==> config.mk <==
export PLATFORM = sky130hd
export DESIGN_NAME = fifo_umbrales
export DESIGN_NICKNAME = d
export VERILOG_FILES = /design/src/rtl/transaccion_pkg.sv /design/src/rtl/fifo_mem.sv /design/src/rtl/fifo_umbrales.sv
export SDC_FILE = /design/constraint.sdc
export NUM_CORES = 1
export LEC_CHECK = 0
export ABC_CLOCK_PERIOD_IN_PS = 3300
export BUFFER_PORTS_ARGS = -buffer_cell sky130_fd_sc_hd__buf_2
export CELL_PAD_IN_SITES_DETAIL_PLACEMENT = 0
export CELL_PAD_IN_SITES_GLOBAL_PLACEMENT = 2
export CORE_ASPECT_RATIO = 1.25
export CORE_MARGIN = 4
export CORE_UTILIZATION = 25
export CTS_BUF_LIST = sky130_fd_sc_hd__clkbuf_8
export DETAILED_ROUTE_END_ITERATION = 10
export GPL_TIMING_DRIVEN = 1
export HOLD_SLACK_MARGIN = 0.02
export PLACE_DENSITY = 0.62
export SYNTH_ARGS = -nofsm -noshare
export SYNTH_HDL_FRONTEND = slang
export SYNTH_HIERARCHICAL = 1
export SYNTH_SLANG_ARGS = --single-unit
==> constraint.sdc <==
create_clock -name clk -period 3.3 [get_ports clk]
set_input_delay 0.99 -clock clk [delete_from_list [all_inputs] [get_ports clk]]
set_output_delay 0.99 -clock clk [all_outputs]
set_load 0.03 [all_outputs]
==> src/rtl/transaccion_pkg.sv <==
// Shared definitions for the transaction-layer FIFOs: default geometry,
// threshold reset values and each FIFO's bit position in the status vectors.
package transaccion_pkg;

  localparam int DATA_W_DEF = 6;
  localparam int ADDR_W_DEF = 3;

  localparam int UMBRAL_BAJO_RST = 1;

  // Almost-full resets to one below the depth implied by addr_w.
  function automatic int umbral_alto_rst(input int addr_w);
    return (1 << addr_w) - 1;
  endfunction

  // Bit positions inside Fifo_empties[4:0] / Fifo_errors[4:0].
  localparam int FIFO_MAIN_BIT = 0;
  localparam int FIFO_VC0_BIT  = 1;
  localparam int FIFO_VC1_BIT  = 2;
  localparam int FIFO_D0_BIT   = 3;
  localparam int FIFO_D1_BIT   = 4;

endpackage

==> src/rtl/fifo_mem.sv <==
// Simple dual-port register file: synchronous write, synchronous read with a
// read register that holds its value when no read is requested.
module fifo_mem
  import transaccion_pkg::*;
#(
  parameter int DATA_W = DATA_W_DEF,
  parameter int ADDR_W = ADDR_W_DEF
) (
  input  logic              clk,
  input  logic              reset,
  input  logic              we,
  input  logic [ADDR_W-1:0] wr_addr,
  input  logic [DATA_W-1:0] wr_data,
  input  logic              re,
  input  logic [ADDR_W-1:0] rd_addr,
  output logic [DATA_W-1:0] rd_data
);

  localparam int DEPTH = 1 << ADDR_W;

  logic [DATA_W-1:0] mem [DEPTH];

  always_ff @(posedge clk) begin
    if (we) mem[wr_addr] <= wr_data;
  end

  // A same-edge read of the slot being written returns the old word.
  always_ff @(posedge clk) begin
    if (reset)   rd_data <= '0;
    else if (re) rd_data <= mem[rd_addr];
  end

endmodule

==> src/rtl/fifo_umbrales.sv <==
// Single-clock FIFO with programmable almost-full/almost-empty thresholds and
// a sticky overflow/underflow error flag.
module fifo_umbrales
  import transaccion_pkg::*;
#(
  parameter int DATA_W = DATA_W_DEF,
  parameter int ADDR_W = ADDR_W_DEF
) (
  input  logic              clk,
  input  logic              reset,
  input  logic              init,
  input  logic [ADDR_W:0]   umbral_alto,
  input  logic [ADDR_W:0]   umbral_bajo,
  input  logic              push,
  input  logic [DATA_W-1:0] data_in,
  input  logic              pop,
  input  logic              error_clr,
  output logic [DATA_W-1:0] data_out,
  output logic              valid_out,
  output logic [ADDR_W:0]   count,
  output logic              empty,
  output logic              full,
  output logic              almost_full,
  output logic              almost_empty,
  output logic              error
);

  localparam int DEPTH = 1 << ADDR_W;
  localparam logic [ADDR_W:0] DEPTH_C    = (ADDR_W+1)'(DEPTH);
  localparam logic [ADDR_W:0] ALTO_RST   = (ADDR_W+1)'(umbral_alto_rst(ADDR_W));
  localparam logic [ADDR_W:0] BAJO_RST   = (ADDR_W+1)'(UMBRAL_BAJO_RST);
  localparam logic [ADDR_W:0] ONE        = (ADDR_W+1)'(1);
  localparam logic [ADDR_W-1:0] PTR_ONE  = ADDR_W'(1);

  logic [ADDR_W-1:0] wr_ptr, rd_ptr;
  logic [ADDR_W:0]   count_q, alto_q, bajo_q;
  logic              push_ok, pop_ok, overflow, underflow;

  // Flags derive only from registered occupancy and thresholds.
  assign count        = count_q;
  assign empty        = (count_q == '0);
  assign full         = (count_q == DEPTH_C);
  assign almost_full  = (count_q >= alto_q);
  assign almost_empty = (count_q <= bajo_q);

  // Handshake: there is no ready. Each accepted pop yields valid_out=1 for
  // exactly one cycle after the edge, with the word on data_out; the
  // consumer must take it in that cycle. data_out holds between reads.
  assign pop_ok    = pop && !empty;
  assign push_ok   = push && (!full || pop);
  assign overflow  = push && full && !pop;
  assign underflow = pop && empty;

  always_ff @(posedge clk) begin
    if (reset) begin
      wr_ptr    <= '0;
      rd_ptr    <= '0;
      count_q   <= '0;
      valid_out <= 1'b0;
    end else begin
      valid_out <= pop_ok;
      if (push_ok) wr_ptr <= wr_ptr + PTR_ONE;
      if (pop_ok)  rd_ptr <= rd_ptr + PTR_ONE;
      case ({push_ok, pop_ok})
        2'b10:   count_q <= count_q + ONE;
        2'b01:   count_q <= count_q - ONE;
        default: count_q <= count_q;
      endcase
    end
  end

  // A new error wins over a same-cycle clear.
  always_ff @(posedge clk) begin
    if (reset)                      error <= 1'b0;
    else if (overflow || underflow) error <= 1'b1;
    else if (error_clr)             error <= 1'b0;
  end

  always_ff @(posedge clk) begin
    if (reset) begin
      alto_q <= ALTO_RST;
      bajo_q <= BAJO_RST;
    end else if (init) begin
      alto_q <= umbral_alto;
      bajo_q <= umbral_bajo;
    end
  end

  fifo_mem #(
    .DATA_W (DATA_W),
    .ADDR_W (ADDR_W)
  ) u_mem (
    .clk     (clk),
    .reset   (reset),
    .we      (push_ok),
    .wr_addr (wr_ptr),
    .wr_data (data_in),
    .re      (pop_ok),
    .rd_addr (rd_ptr),
    .rd_data (data_out)
  );

endmodule

; ---- Word level (Yosys, flattened, before mapping)
; Memories as Yosys holds them, arrays and structs flattened. A register that Yosys moved wholly into a read port is not among the register bits.
; Cells that the tools add are included.
[word_totals]
regBits = 20
n_memories = 1
input_bits = 20
ramBits = 48
wordCells = 35
[memory_table]
columns = name, depth, width, rd, rd_ports_with_merged_regs, write_ports, line
row1 = u_mem.mem, 8, 6, 1, 1, 1, fifo_mem.sv:21  ; logic [DATA_W-1:0] mem [DEPTH];
[classes]
eq_ne = 3
n_mux = 5
magnitude_cmp = 2
addsub = 4
reduce_logical = 13
[ops]
columns = op, count
row1 = 4-bit case mux with 2 select lines, 1
row2 = "3-bit by 1-bit adder with 3-bit output, second input constant", 2
row3 = 1-bit logical AND, 5
row4 = "4-bit by 1-bit adder with 4-bit output, second input constant", 1
row5 = "4-bit equality test, second input constant", 1
row6 = 4-bit greater-or-equal comparator, 1
row7 = 4-bit less-or-equal comparator, 1
row8 = 4-bit logical NOT, 1
row9 = 1-bit 2-to-1 mux, 4
row10 = 2-bit nonzero test, 2
row11 = "4-bit by 1-bit subtractor with 4-bit output, second input constant", 1
row12 = 1-bit logical NOT, 3
row13 = "2-bit by 1-bit equality test with 1-bit output, second input constant", 1
row14 = "2-bit equality test, second input constant", 1
row15 = 1-bit logical OR, 2

; ---- Logic depth before layout (Yosys ltp)
[logic_depth]
depth_word = 6
depth_mapped = 9
ltp_nobuf = 9

; ---- Hierarchy
; Netlist, hierarchy kept.
[by_module_without_submodules]
columns = mod, area_each_um2, seq_area_each_um2, cells_each, instances
row1 = fifo_mem, 2115.8, 1561.5, 123, 1
row2 = fifo_umbrales, 1076.0, 400.4, 117, 1

; ---- Worst setup path before layout
; OpenSTA, ideal clock, no wires.
[synth_path]
path_kind = reg2out
from = register count_q[1] (netlist: count[1])
to = output almost_empty
arrival_ns = 2.020
path_slack_ns = 0.290
path_buffers = 0
path_stages_with_launch = 6
path_cell_list = dfxtp_1 -> ha_1 -> nor2b_1 -> o21a_1 -> o21a_1 -> o21ai_0
[synth_between]
elab_chain_cells = 1
[synth_rtl]
columns = element, line
row1 = "start, declared", fifo_umbrales.sv:36  ; logic [ADDR_W:0] count_q, alto_q, bajo_q;
row2 = "start signal, assigned", fifo_umbrales.sv:65  ; 2'b10: count_q <= count_q + ONE;
row3 = "start signal, assigned", fifo_umbrales.sv:66  ; 2'b01: count_q <= count_q - ONE;
row4 = "start signal, assigned", fifo_umbrales.sv:67  ; default: count_q <= count_q;
row5 = 4-bit less-or-equal comparator, fifo_umbrales.sv:44  ; assign almost_empty = (count_q <= bajo_q);
row6 = "end, declared", fifo_umbrales.sv:24  ; output logic almost_empty,
; Every way passes these cells.

; ---- Worst setup path after layout
[layout_path]
from = register count_q[0] (netlist: count[0])
to = output almost_full
[layout_between]
elab_chain_cells = 1
[layout_rtl]
columns = element, line
row1 = 4-bit greater-or-equal comparator, fifo_umbrales.sv:43  ; assign almost_full = (count_q >= alto_q);
row2 = "end, declared", fifo_umbrales.sv:23  ; output logic almost_full,
; Every way passes these cells.

==> summary.md <==
| Metric | Value |
|---|---|
| Warnings from Yosys | 6 |
| Fraction of final layout cells sized beyond drive strength 1 | 24.1% |
| Buffer count from post-CTS setup fixing | 0 |
| Initial antenna violation count | 0 |
| Total of flip-flops plus latches after synthesis | 74 |
| Clock transition time at the flip-flop clock pins of the worst setup and hold paths | 0.09 ns |
| Standard-cell row count | 45 |
| Count of nets left with antenna violations after detail routing | 0 |
| Mean Syn Cell Area | 13.3 sq um |
| Post-Syn Instances | 240 |
| Classification of the worst setup path | flip-flop to output port |
| Slew Limit Fails | 0 |
| Number of buffer cells added on primary ports | 35 |
| Final setup skew | 0.0112 ns |
| Count of flip-flops with a built-in enable after synthesis | 48 |
| Layout overhead on the synthesized area | 17.5% |
| Met3 wire length | 236 um |
| Setup-failing EPs final | 0 |
| Placer Congestion | 0.701 |
| TritonCTS clock tree | built |
| Iteration count of the initial detailed-routing pass | 4 |
| Diode count | 0 |
| TritonCTS buffer count | 9 |
| Number of H-tree levels | 3 |
| Final HPWL from detailed placement | 4650 um |
| Post-Place Cell Area | 0.00355 sq mm |
| Average vias per placed instance | 4.37 |
| Leakage component of the power | 1.42 nW |
| Final min period | 3.05 ns |
| Post-detailed-routing wire length | 6680 um |
| Worst slack on hold paths | 0.490 ns |
| Largest net degree at the start of global routing | 23 |
| Unrepaired setup endpoints after global routing | false |
| Register-to-register setup slack | 0.74 ns |
| WL per Instance | 14.7 um |
| Clock root cell | clkbuf_8 |
| Finished layout cell area | 0.00375 sq mm |
| Via count of the first global-routing pass | 1,950 |
| Met2 wire length | 3330 um |
| Initial DRC Count | 70 |
| Quantity of gates resized following cts | 0 |
| Share of synthesized area occupied by flip-flops and latches | 61.5% |
| Floorplan die height | 134 um |
| Number of I/O pins | 36 |
| Net count of the mapped netlist | 274 |
| Ratio of final minimum period to clock period | 92.3% |
| Type of the most critical hold path | flip-flop to flip-flop |
| Worst setup margin | 0.253 ns |
| Relative slew margins | 40.7% |
| Core area | 0.0123 sq mm |
| Startpoint class of the critical path | flip-flop |
| Transition time at the pin with the least slew margin | 0.888 ns |
| Overall die width | 109 um |
| Fraction of registers with async set or reset after synthesis | 0% |
| Design Power | 2.83 mW |
| CTS Buffer Depth | 2 |
| Wire length of the first global-routing pass | 10,500 um |
| Cell area after synthesis | 0.00319 sq mm |
| Total overflow reported by the global router | 0 |
| Run status | completed |
| Distinct cell type count after synthesis | 40 |
| Overall global routing resource usage | 9.92% |
| Worst-path fanout max | 6 |
| Area of the die | 0.0147 sq mm |
| Arrival @ worst endpoint | 2.06 ns |
| Share of the core filled with cells in the final layout | 30.4% |
| Required time reported for the critical path endpoint | 2.31 ns |
| Fmax | 328 MHz |
| Clock latency at the later pin of the worst-skew pair | 0.35 ns |
| Number of hold-slack violations in the final timing report | 0 |
| Initial Util | 25.9% |
| Commonest non-fill, non-tap cell in the layout | edfxtp_1 |
| Met1 layer wirelength in the final routing | 2870 um |
| Flip-flop cell with the highest count after synthesis | edfxtp_1 |
| Maximum ir drop on the vdd rail | 0.283 mV |
| Sum of negative setup slack | 0 ns |
| Setup Slack @ Placement | 0.336 ns |
| Max-capacitance violation count | 0 |
| Layout Nets | 319 |
| Total via count in the routed design | 1,985 |
| Top library cells by usage in the layout, fill and taps aside | edfxtp_1, buf_2, nor2_1, dfxtp_1, mux2i_1 |
| Total instance count after detailed placement | 438 |
| Clock sink count | 74 |
| DRC viols | 0 |
| Category of the worst setup path capture point | output port |
| Max Used Layer | met4 |
| Hold Buf Count CTS | 0 |
| Power density normalized to cell area | 754 mW/mm^2 |
| Number of standard cells in the final layout excluding fillers | 454 |
[cell families after synthesis]
group                      count (synthesis)  synth area share (%)
and+or+nand+nor                           57                  8.31
AOI/OAI and AO/OA                         37                  8.70
DFF                                       74                  61.5
adders and majority gates                 14                  5.72
buffers and inverters                     20                  3.65
muxes                                     32                  10.5
xor gates and xnor gates                   6                  1.65
[report_power, final]
| group | leakage (nW) | internal (mW) | switching [mW] | total (mW) |
|---|---|---|---|---|
| clock network | 0.0954 | 0.355 | 0.364 | 0.719 |
| logic | 0.677 | 0.372 | 0.541 | 0.913 |
| registers | 0.650 | 1.08 | 0.113 | 1.20 |
| total | 1.42 | 1.81 | 1.02 | 2.83 |
[layout make-up]
cell class	count	area, sq um
Clock buffer	9	124
Clock inverter	7	77.6
Fill cell	1270	8580
Inverter	13	48.8
Multi-Input combinational cell	146	1110
Sequential cell	74	1960
Tap cell	164	205
Timing Repair Buffer	41	220
[state kept, by name, summed over array words and instances, names as in the netlist]
signal         cells
u_mem/mem         48
u_mem/rd_data      6
wr_ptr             3
error              1
bajo_q             4
valid_out          1
rd_ptr             3
count              4
alto_q             4
[metal layers]
| metal | vias up | global-route usage (%) |
|---|---|---|
| li1 | 975 | - |
| met1 | 958 | 11.7 |
| met2 | 36 | 15.9 |
| met3 | 16 | 2.94 |
| met4 | 0 | 5.75 |
| met5 | - | 0 |
[cells in the mapped netlist, drive strengths merged, types with 4 or more instances]
library cell,number,area (sq um)
nand2b,7,43.8
buf,4,56.3
a21oi,7,35.0
xor2,5,43.8
nand2,8,30.0
inv,13,48.8
mux2,12,135
nor2,31,119
edfxtp,48,1440
ha,13,163
a211oi,6,45.0
mux2i,20,200
dfxtp,26,521
[worst max-delay path: stages (launching register included)]
cell      delay (ns)
dfxtp_1         0.43
inv_1           0.14
ha_1            0.31
nand2b_1        0.14
a21o_1          0.17
a21o_1          0.17
a21o_1          0.17
buf_2           0.17
[path summary, 6_finish.rpt]
path                                  from                             to  depth (start not counted)
max                  count[0]$_SDFFE_PP0P_                    almost_full                          7
min          u_mem/rd_data[1]$_SDFFE_PP0P_  u_mem/rd_data[1]$_SDFFE_PP0P_                          2
max reg2reg          count[1]$_SDFFE_PP0P_          count[3]$_SDFFE_PP0P_                          8
min reg2reg  u_mem/rd_data[1]$_SDFFE_PP0P_  u_mem/rd_data[1]$_SDFFE_PP0P_                          2
No activity file was read; power rests on OpenSTA's default activity.
